$ cat src/rtl/alu_exec.sv
// Execute-stage ALU: single-cycle logic/arithmetic/shift ops plus an iterative
// 32-cycle shift-add multiplier, with a valid/ready handshake on both sides.
module alu_exec #(
    parameter int WIDTH = 32
) (
    input  logic                     clk,
    input  logic                     resetn,
    input  logic                     flush,
    input  logic                     in_valid,
    output logic                     in_ready,
    input  logic [3:0]               alu_control,
    input  logic [WIDTH-1:0]         src_a,
    input  logic [WIDTH-1:0]         src_b,
    input  logic [$clog2(WIDTH)-1:0] shamt,
    output logic                     out_valid,
    input  logic                     out_ready,
    output logic [WIDTH-1:0]         result,
    output logic                     zero
);

    localparam int CW = $clog2(WIDTH);
    localparam logic [3:0] OP_MUL = 4'd15;

    typedef enum logic {
        IDLE,
        MUL
    } state_t;

    state_t           state, state_next;
    logic [CW-1:0]    cnt;
    logic [WIDTH-1:0] acc, mcand, mplier;
    logic [WIDTH-1:0] acc_next;
    logic [WIDTH-1:0] op_result;
    logic             accept, consume, is_mul, mul_done;

    assign in_ready = (state == IDLE) && (!out_valid || out_ready);
    assign accept   = in_valid && in_ready;
    assign consume  = out_valid && out_ready;
    assign is_mul   = (alu_control == OP_MUL);
    assign mul_done = (state == MUL) && (cnt == CW'(WIDTH - 1));
    assign acc_next = mplier[0] ? acc + mcand : acc;
    assign zero     = (result == '0);

    always_comb begin
        op_result = '0;
        unique case (alu_control)
            4'd0:    op_result = src_a & src_b;
            4'd1:    op_result = src_a | src_b;
            4'd2:    op_result = src_a + src_b;
            4'd6:    op_result = src_a - src_b;
            4'd7:    op_result = {{(WIDTH-1){1'b0}}, ($signed(src_a) < $signed(src_b))};
            4'd12:   op_result = src_a ^ src_b;
            4'd13:   op_result = src_b << shamt;
            4'd14:   op_result = src_b >> shamt;
            default: op_result = '0;
        endcase
    end

    always_ff @(posedge clk or negedge resetn) begin
        if (!resetn) begin
            state <= IDLE;
        end else begin
            state <= state_next;
        end
    end

    always_comb begin
        state_next = state;
        if (flush) begin
            state_next = IDLE;
        end else begin
            unique case (state)
                IDLE: if (accept && is_mul) state_next = MUL;
                MUL:  if (mul_done) state_next = IDLE;
                default: state_next = IDLE;
            endcase
        end
    end

    // Flushed operations are dropped but the last result register is left intact.
    always_ff @(posedge clk or negedge resetn) begin
        if (!resetn) begin
            out_valid <= 1'b0;
            result    <= '0;
            cnt       <= '0;
            acc       <= '0;
            mcand     <= '0;
            mplier    <= '0;
        end else if (flush) begin
            out_valid <= 1'b0;
            cnt       <= '0;
        end else if (state == MUL) begin
            acc    <= acc_next;
            mcand  <= mcand << 1;
            mplier <= mplier >> 1;
            cnt    <= cnt + 1'b1;
            if (mul_done) begin
                result    <= acc_next;
                out_valid <= 1'b1;
            end else if (consume) begin
                out_valid <= 1'b0;
            end
        end else if (accept && is_mul) begin
            mcand  <= src_a;
            mplier <= src_b;
            acc    <= '0;
            cnt    <= '0;
            if (consume) out_valid <= 1'b0;
        end else if (accept) begin
            result    <= op_result;
            out_valid <= 1'b1;
        end else if (consume) begin
            out_valid <= 1'b0;
        end
    end

endmodule

$ cat config.mk
export PLATFORM = sky130hd
export DESIGN_NAME = alu_exec
export DESIGN_NICKNAME = d
export VERILOG_FILES = /design/src/rtl/alu_exec.sv
export SDC_FILE = /design/constraint.sdc
export NUM_CORES = 1
export LEC_CHECK = 0
export CORE_MARGIN = 2
export CORE_UTILIZATION = 45
export CTS_BUF_LIST = sky130_fd_sc_hd__clkbuf_8
export DETAILED_ROUTE_END_ITERATION = 10
export PLACE_DENSITY_LB_ADDON = 0.2
export SKIP_CTS_REPAIR_TIMING = 1
export SLEW_MARGIN = 20
export SYNTH_ARGS = -nofsm -noshare
export SYNTH_HDL_FRONTEND = slang
export SYNTH_SLANG_ARGS = --single-unit
export TNS_END_PERCENT = 20
$ cat constraint.sdc
create_clock -name clk -period 7.3 [get_ports clk]
set_input_delay 1.46 -clock clk [delete_from_list [all_inputs] [get_ports clk]]
set_output_delay 1.46 -clock clk [all_outputs]
set_load 0.01 [all_outputs]
# Word-level counts from Yosys, hierarchy flattened

Index checks and enable logic that the tools add are counted.
W data, S select, Z words.

Shift-type cells: 2
Multiplexer cells: 25
Bitwise operators: 5
Equal/unequal tests: 11
Magnitude comparators: 1
Reduce and logical (&&, ||, !) cells: 14
$add $sub $neg: 4

Operators with widths:

| operator              | count |
|---|---|
| $mux W32              | 11 |
| $pmux W32 S8          | 1 |
| $add A32 B32 Y32      | 2 |
| $and A32 B32 Y32      | 1 |
| $logic_not A32 Y1     | 1 |
| $lt A32 B32 Y1        | 1 |
| $or A32 B32 Y32       | 1 |
| $shl A32 B5 Y32       | 1 |
| $shr A32 B5 Y32       | 1 |
| $sub A32 B32 Y32      | 1 |
| $xor A32 B32 Y32      | 1 |
| $eq A4 B4 Y1 const B  | 4 |
| $mux W5               | 3 |
| $mux W1               | 9 |
| $eq A4 B3 Y1 const B  | 2 |
| $add A5 B1 Y5 const B | 1 |
| $eq A5 B5 Y1 const B  | 1 |
| $logic_and A1 B1 Y1   | 5 |
| $eq A4 B1 Y1 const B  | 1 |
| $eq A4 B2 Y1 const B  | 1 |
| $logic_not A4 Y1      | 1 |
| $reduce_and A4 Y1     | 1 |
| $reduce_bool A2 Y1    | 2 |
| $reduce_bool A3 Y1    | 1 |
| 7 further kinds       | 8 |

Output and inout bits: 35
Input port bits: 78
Logic and storage cells: 69
Bits in registers: 135

# Logic depth before layout (Yosys ltp)

Gate-level depths: netlist of run 1.

Depth after elaboration: 8
Mapped depth: 14
Depth with buffers taken out: 12

# Worst setup path before layout of run 1

OpenSTA, ideal clock, no wires.

Kind: input port to flip-flop
From: input port src_b[17]
To: register result[28]
Setup slack: 3116 ps
Stages on the path: 13
Data arrival time: 4045 ps
Path through: clkbuf_1 -> inv_1 -> ha_1 -> clkbuf_1 -> a21o_1 -> a31o_2 -> a31oi_1 -> o211ai_1 -> a31o_2 -> a211o_1 -> nor3b_1 -> a2111oi_2 -> a31oi_1

Cells in the longest elaborated chain, start to end: 5
Elaborated cells between the ends (all ways): 8
Classes of those cells: add/sub: 2; shift: 2; mux: 4

RTL lines:

| element                                  | line | source |
|---|---|---|
| start, declared                          | 13   | `input logic [WIDTH-1:0] src_b,` |
| $sub A32 B32 Y32 (tied with other cells) | 50   | `4'd6: op_result = src_a - src_b;` |
| $pmux W32 S8 (*)                         | 46   | `unique case (alu_control)` |
| $mux W32 (*)                             | 109  | `end else if (accept) begin` |
| $mux W32 (*)                             | 103  | `end else if (accept && is_mul) begin` |
| $mux W32 (*)                             | 92   | `end else if (state == MUL) begin` |
| end signal, assigned                     | 98   | `result <= acc_next;` |
| end signal, assigned                     | 110  | `result <= op_result;` |
| end, declared                            | 17   | `output logic [WIDTH-1:0] result,` |

Mark *: on every way between the ends. The rest lies on a longest branch, timed or not. The select of a mux whose other input is x is not followed.
A chain may end at the register's enable or synchronous reset.

# Final worst setup path of run 1

From: input port src_a[17]
To: register result[28]

Cells in the longest elaborated chain, start to end: 5
Elaborated cells between the ends (all ways): 6
Classes of those cells: add/sub: 2; mux: 4

RTL lines:

| element                                                     | line   | source |
|---|---|---|
| start, declared                                             | 12     | `input logic [WIDTH-1:0] src_a,` |
| $sub A32 B32 Y32 / $add A32 B32 Y32 (equally long branches) | 50, 49 |  |
| $pmux W32 S8 (*)                                            | 46     |  |
| $mux W32 (*)                                                | 109    |  |
| $mux W32 (*)                                                | 103    |  |
| $mux W32 (*)                                                | 92     |  |

Marked as above.

==> flow_metrics.py, run 1 <==
metrics = {
    "sta": {
        "fin_worst_skew_ns": 0.0194,
        "setup_viol": 0,
        "drv_slew": 0,
        "fin_hold_ws_ns": 0.488,
        "final.min_clock_period_ns": 5.20,
        "relSlewSlack_pct": 32.6,
        "fmax_ghz": 0.192,
        "setup_tns_ns": 0,
        "fin_crit_sh_pct": 71.2,
        "rsz0062_at_grt": "no",
        "hold_viol": 0,
        "tightest_slew_ns": 1.01,
    },
    "clock_tree": {
        "clkTransAtPathRegs_ns": 0.10,
        "clk_latency_ns": 0.53,
        "cts.htree.levels": 4,
        "root_buffer": "clkbuf_8",
        "cts_sinks": 135,
        "clk_path_buf_depth": 2,
        "numCtsBuffers": 17,
        "tritoncts": "done",
    },
    "yosys": {
        "netlist_area_sq_um": 17000,
        "synth.distinct_cells": 87,
        "ys_warn_count": 0,
        "synth_nets": 2381,
        "synth_edf_count": 0,
        "ys_seq_area_share_pct": 19.9,
        "async_flop_share_pct": 100,
        "synth_cells": 2159,
        "synth_area_per_cell_sq_um": 7.86,
        "synth_ff_type": "dfrtp_1",
        "synth_seq_cells": 135,
    },
    "critical_path": {
        "worstReg2RegEnd": "result[31]$_DFFE_PN0P_",
        "rrSetupSlack_ns": 3.67,
        "r2r_cells": 10,
        "crit_start": "src_a[17]",
        "arrival_ns": 5.59,
        "crit_path_end_kind": "flip-flop",
        "start_kind": "primary input",
        "crit_fanout": 12,
        "required_ns": 7.69,
        "setup.worst_path.end": "result[28]$_DFFE_PN0P_",
        "crit_type": "in -> reg",
        "crit-reg2reg-launch": "mcand[16]$_DFFE_PN0P_",
    },
    "placed_design": {
        "dp_hpwl_um": 53000,
        "place_congestion": 1.00,
        "io_buffers": 112,
    },
    "run_status": {
        "status": "finished, final reports clean",
    },
    "global_route": {
        "grt.total_usage_pct": 35.6,
        "grt_pass1_wl_um": 104000,
        "grt_max_degree": 83,
        "antenna_found_initial": 3,
        "grt_pass1_vias": 16338,
        "overflow": 0,
    },
    "layout": {
        "n_antenna_cell": 0,
        "area_delta_synth_final_pct": 10.3,
        "n_fill_cell": 3667,
        "drive_gt1_share_pct": 8.16,
        "utilization_pct": 50.0,
        "finalNetCount": 2391,
    },
    "hold_path": {
        "hp-class": "reg -> reg",
        "hp-start": "mplier[31]$_DFFE_PN0P_",
        "min_path_cells": 2,
    },
    "die": {
        "dieHeight_um": 198,
        "coreArea_sq_um": 37400,
        "die-area_sq_um": 39300,
        "die_x_um": 198,
        "num_rows": 71,
        "start_util_pct": 45.4,
        "io_pins": 113,
    },
    "routing": {
        "firstDrtPassIters": 6,
        "routed_wl_um": 69800,
        "ant_nets": 0,
        "avgViaCountPerCell": 6.51,
        "vias": 17520,
        "dr.first_iter.drc_count": 1808,
        "drc_errors": 0,
        "avgRoutedWirePerCell_um": 25.9,
    },
    "pwr": {
        "p_per_area_nw_per_um2": 156,
        "leakage_nw": 7.89,
        "power.total_mw": 2.91,
        "ir_drop_mv": 0.126,
    },
    "job": {
        "max_cap_viol_count": 0,
    },
}
==> logic make-up after synthesis <==
kind of cell / synth area share (%)
DFF: 19.9
adders and majority gates: 10.7
AOI/OAI and AO/OA: 26.0
xor gates and xnor gates: 1.03
and+or+nand+nor: 18.1
muxes: 17.4
buffers and inverters: 6.88
==> how the worst min path moves through the flow <==
stage	end	slack, ns
floorplan	mplier[31]$_DFFE_PN0P_	0.45
global placement	mplier[7]$_DFFE_PN0P_	0.46
detailed placement	mplier[31]$_DFFE_PN0P_	0.47
CTS	mplier[13]$_DFFE_PN0P_	0.49
global route	mplier[9]$_DFFE_PN0P_	0.51
finish	mplier[31]$_DFFE_PN0P_	0.49
==> layout make-up <==
| class | count | area (sq um) | share of cell area (%) |
|---|---|---|---|
| clock buffer | 19 | 262 | 1.40 |
| clock inverter | 13 | 97.6 | 0.521 |
| inverter | 127 | 477 | 2.55 |
| multi-input combinational | 1739 | 12500 | 66.7 |
| sequential | 135 | 3380 | 18.1 |
| tap | 511 | 639 | 3.42 |
| timing repair buffer | 149 | 1380 | 7.37 |
==> critical path, stage by stage <==
cell and delay, ns:
clkdlybuf4s50_1 0.72, inv_1 0.09, ha_1 0.62, inv_1 0.29
nor4_1 0.58, nand4_1 0.15, o211ai_1 0.64, a31o_2 0.29
o211ai_1 0.10, and4_1 0.25, a2111oi_2 0.27, a31oi_1 0.11
==> cell usage in the layout, fill, tap and decap left out, types with 13 or more instances in the layout <==
cell type        count
a211oi_1            33
a21o_1              19
a21oi_1            151
a221oi_1            19
a222oi_1            16
a31oi_1             26
and3_1              16
buf_4               39
clkbuf_8            19
clkdlybuf4s50_1    106
dfrtp_1            134
ha_1               141
inv_1              127
mux2_2              22
mux2i_1            140
mux4_2              49
nand2_1            277
nand2b_1            16
nand3_1             39
nand4_1             14
nor2_1             172
nor2b_1             16
nor3_1              35
nor4_1              22
o211ai_1            27
o21a_1              16
o21ai_0            210
o21bai_1            16
o31ai_1             13
or3_1               23
==> report_power, final <==
| group | internal, mW | switching [mW] | total [mW] | leakage (nW) |
|---|---|---|---|---|
| combinational | 0.495 | 0.793 | 1.29 | 5.96 |
| sequential | 0.880 | 0.121 | 1.00 | 1.75 |
| clock | 0.255 | 0.367 | 0.622 | 0.174 |
==> sequential cells by signal (all words and copies together), names as in the netlist <==
signal     cells
state          1
mplier        32
out_valid      1
mcand         32
acc           32
cnt            5
result        32
==> cells in the mapped netlist (19+ instances only) <==
cell	count	area share (%)
a211oi_1	33	1.5
nor2_1	173	3.8
a21o_1	19	0.84
o211ai_1	27	1.2
mux2_2	22	1.5
nor3_1	39	1.1
or3_1	23	0.85
a21oi_1	152	4.5
mux4_2	49	6.5
a221oi_1	19	0.98
clkbuf_1	120	2.7
a31oi_1	26	0.96
mux2i_1	140	8.3
dfrtp_1	135	20
nand2_1	277	6.1
nor4_1	22	0.81
inv_1	126	2.8
o21ai_0	210	6.2
ha_1	141	10
nand3_1	39	1.1
==> per-layer routing <==
layer / track usage [%] / vias up / wire, um
met5: 0 / - / 36
met4: 13.1 / 6 / 2550
met3: 6.97 / 153 / 5880
met2: 56.1 / 852 / 31400
met1: 48.4 / 8514 / 29900
li1: - / 7995 / -
==> metrics by stage <==
stage | instance area (sq um) | worst slack (ns) | std cells
floorplan | 17000 | 3.12 | 2159
global placement | 18400 | 1.66 | 2661
detailed placement | 18400 | 1.69 | 2661
CTS | 18700 | 2.23 | 2693
global route | 18700 | 1.90 | 2693
finish | 18700 | 2.10 | 2693
(Power assumes the default switching activity.)
==> run 2: changes to the inputs <==
- clock period: 7.3 -> 5.3 ns (I/O delays scaled with it)
==> flow_metrics.py, run 2 (same netlist as run 1, synthesis figures left out) <==
metrics = {
    "critical_path": {
        "cp_slowest_cell": "a2111oi_2",
        "path_cells": "clkdlybuf4s50_1, inv_1, ha_1, nor2b_1, a2111oi_2, nor3_1, o311ai_1, and3_1, o41ai_1, mux2i_1, a211oi_1, o211ai_1",
        "required_ns": 5.74,
        "crit_fanout": 10,
        "arrival_ns": 5.00,
        "crit_path_end_kind": "flip-flop",
        "crit_type": "in -> reg",
        "start_kind": "primary input",
        "cpPeakStageDelay_ns": 0.73,
    },
    "clock_tree": {
        "numCtsBuffers": 17,
        "cts_sinks": 135,
        "clk_path_buf_depth": 2,
        "cts.htree.levels": 4,
        "clkTransAtPathRegs_ns": 0.09,
        "clk_latency_ns": 0.59,
        "tritoncts": "done",
        "root_buffer": "clkbuf_8",
    },
    "sta": {
        "relSlewSlack_pct": 34.5,
        "setup_tns_ns": 0,
        "fin_worst_skew_ns": 0.0406,
        "fmax_ghz": 0.219,
        "drv_slew": 0,
        "fin_crit_sh_pct": 86.1,
        "setup_viol": 0,
        "rsz0062_at_grt": "no",
        "tightest_slew_ns": 0.983,
        "final.min_clock_period_ns": 4.56,
        "hold_viol": 0,
    },
    "die": {
        "die_x_um": 198,
        "io_pins": 113,
        "die-area_sq_um": 39300,
        "num_rows": 71,
        "start_util_pct": 45.4,
        "coreArea_sq_um": 37400,
        "dieHeight_um": 198,
    },
    "hold_path": {
        "hp-class": "reg -> reg",
    },
    "layout": {
        "n_fill_cell": 3635,
        "final_common_cell": "nand2_1",
        "multi_input_area_sq_um": 12500,
        "area_delta_synth_final_pct": 13.4,
        "seq_area_sq_um": 3380,
        "finalNetCount": 2442,
        "final_cell_mix": "277 x nand2_1, 210 x o21ai_0, 171 x nor2_1",
        "finalNonFillerCells": 2745,
        "drive_gt1_share_pct": 10.3,
    },
    "routing": {
        "drc_errors": 0,
        "avgViaCountPerCell": 6.52,
        "ant_nets": 0,
        "dr.first_iter.drc_count": 1828,
        "avgRoutedWirePerCell_um": 26.7,
        "firstDrtPassIters": 6,
        "vias": 17884,
        "routed_wl_um": 73200,
    },
    "pwr": {
        "p_per_area_nw_per_um2": 220,
        "ir_drop_mv": 0.196,
        "leakage_nw": 8.19,
    },
    "placed_design": {
        "dp_cells": 2712,
        "place_congestion": 1.01,
        "dp_hpwl_um": 56900,
        "io_buffers": 112,
    },
    "global_route": {
        "antenna_found_initial": 1,
        "grt.total_usage_pct": 37.5,
        "grt_max_degree": 105,
        "grt_pass1_vias": 16784,
        "overflow": 0,
        "grt_pass1_wl_um": 108000,
    },
    "run_status": {
        "status": "finished, final reports clean",
    },
    "job": {
        "max_cap_viol_count": 0,
    },
}
run 2: layer usage:
layer	vias to the layer above	wire, um	GRT usage, %
li1	8130	-	-
met3	125	6300	6.17
met1	8699	32000	52.3
met5	-	0	0
met2	930	32500	58.3
met4	0	2420	13.5
run 2: where the power goes:
| group | internal [mW] | leakage, nW | switching, mW |
|---|---|---|---|
| Clock | 0.475 | 0.207 | 0.523 |
| Combinational | 0.717 | 6.23 | 1.12 |
| Sequential | 1.21 | 1.75 | 0.189 |
run 2: cell type report:
class | count | share of cell area (%)
multi-input combinational | 1739 | 64.8
sequential | 135 | 17.6
timing repair buffer | 200 | 9.55
tap | 511 | 3.32
inverter | 127 | 2.48
clock buffer | 21 | 1.50
clock inverter | 11 | 0.715
antenna | 1 | 0.0130
run 2: worst paths after layout:
| path | startpoint | end | slack (ns) | cells after the start |
|---|---|---|---|---|
| worst max-delay path | src_b[4] | result[30]$_DFFE_PN0P_ | 0.74 | 12 |
| worst min-delay path | mplier[8]$_DFFE_PN0P_ | mplier[8]$_DFFE_PN0P_ | 0.49 | 2 |
| max in group asynchronous | resetn | state$_DFF_PN0_ | 3.49 | 2 |
| worst min register to register | mplier[8]$_DFFE_PN0P_ | mplier[8]$_DFFE_PN0P_ | 0.49 | 2 |
| worst max register to register | mcand[16]$_DFFE_PN0P_ | result[31]$_DFFE_PN0P_ | 1.77 | 10 |
| min in group asynchronous | resetn | result[4]$_DFFE_PN0P_ | 0.59 | 1 |
run 2: through the flow:
| stage | hold slack (ns) | instance area [sq um] | worst slack, ns | util [%] | power (mW) |
|---|---|---|---|---|---|
| 2_1_floorplan | 0.448 | 17000 | 1.52 | - | 2.45 |
| 3_3_place_gp | 0.461 | 18800 | 0.407 | 50.3 | 3.18 |
| 3_5_place_dp | 0.471 | 18800 | 0.310 | 50.3 | 3.20 |
| 4_1_cts | 0.489 | 19200 | 0.930 | 51.4 | 4.20 |
| 5_1_grt | 0.502 | 19200 | 0.614 | 51.5 | 4.45 |
| 6_report | 0.487 | 19200 | 0.736 | 51.5 | 4.23 |
run 2: worst max-delay path: cells and delay by family:
| kind | cells | cell delay, ns |
|---|---|---|
| AOI/OAI and AO/OA | 5 | 1.82 |
| muxes | 1 | 0.14 |
| buffers and inverters | 2 | 0.81 |
| and+or+nand+nor | 3 | 0.68 |
| adders and majority gates | 1 | 0.47 |
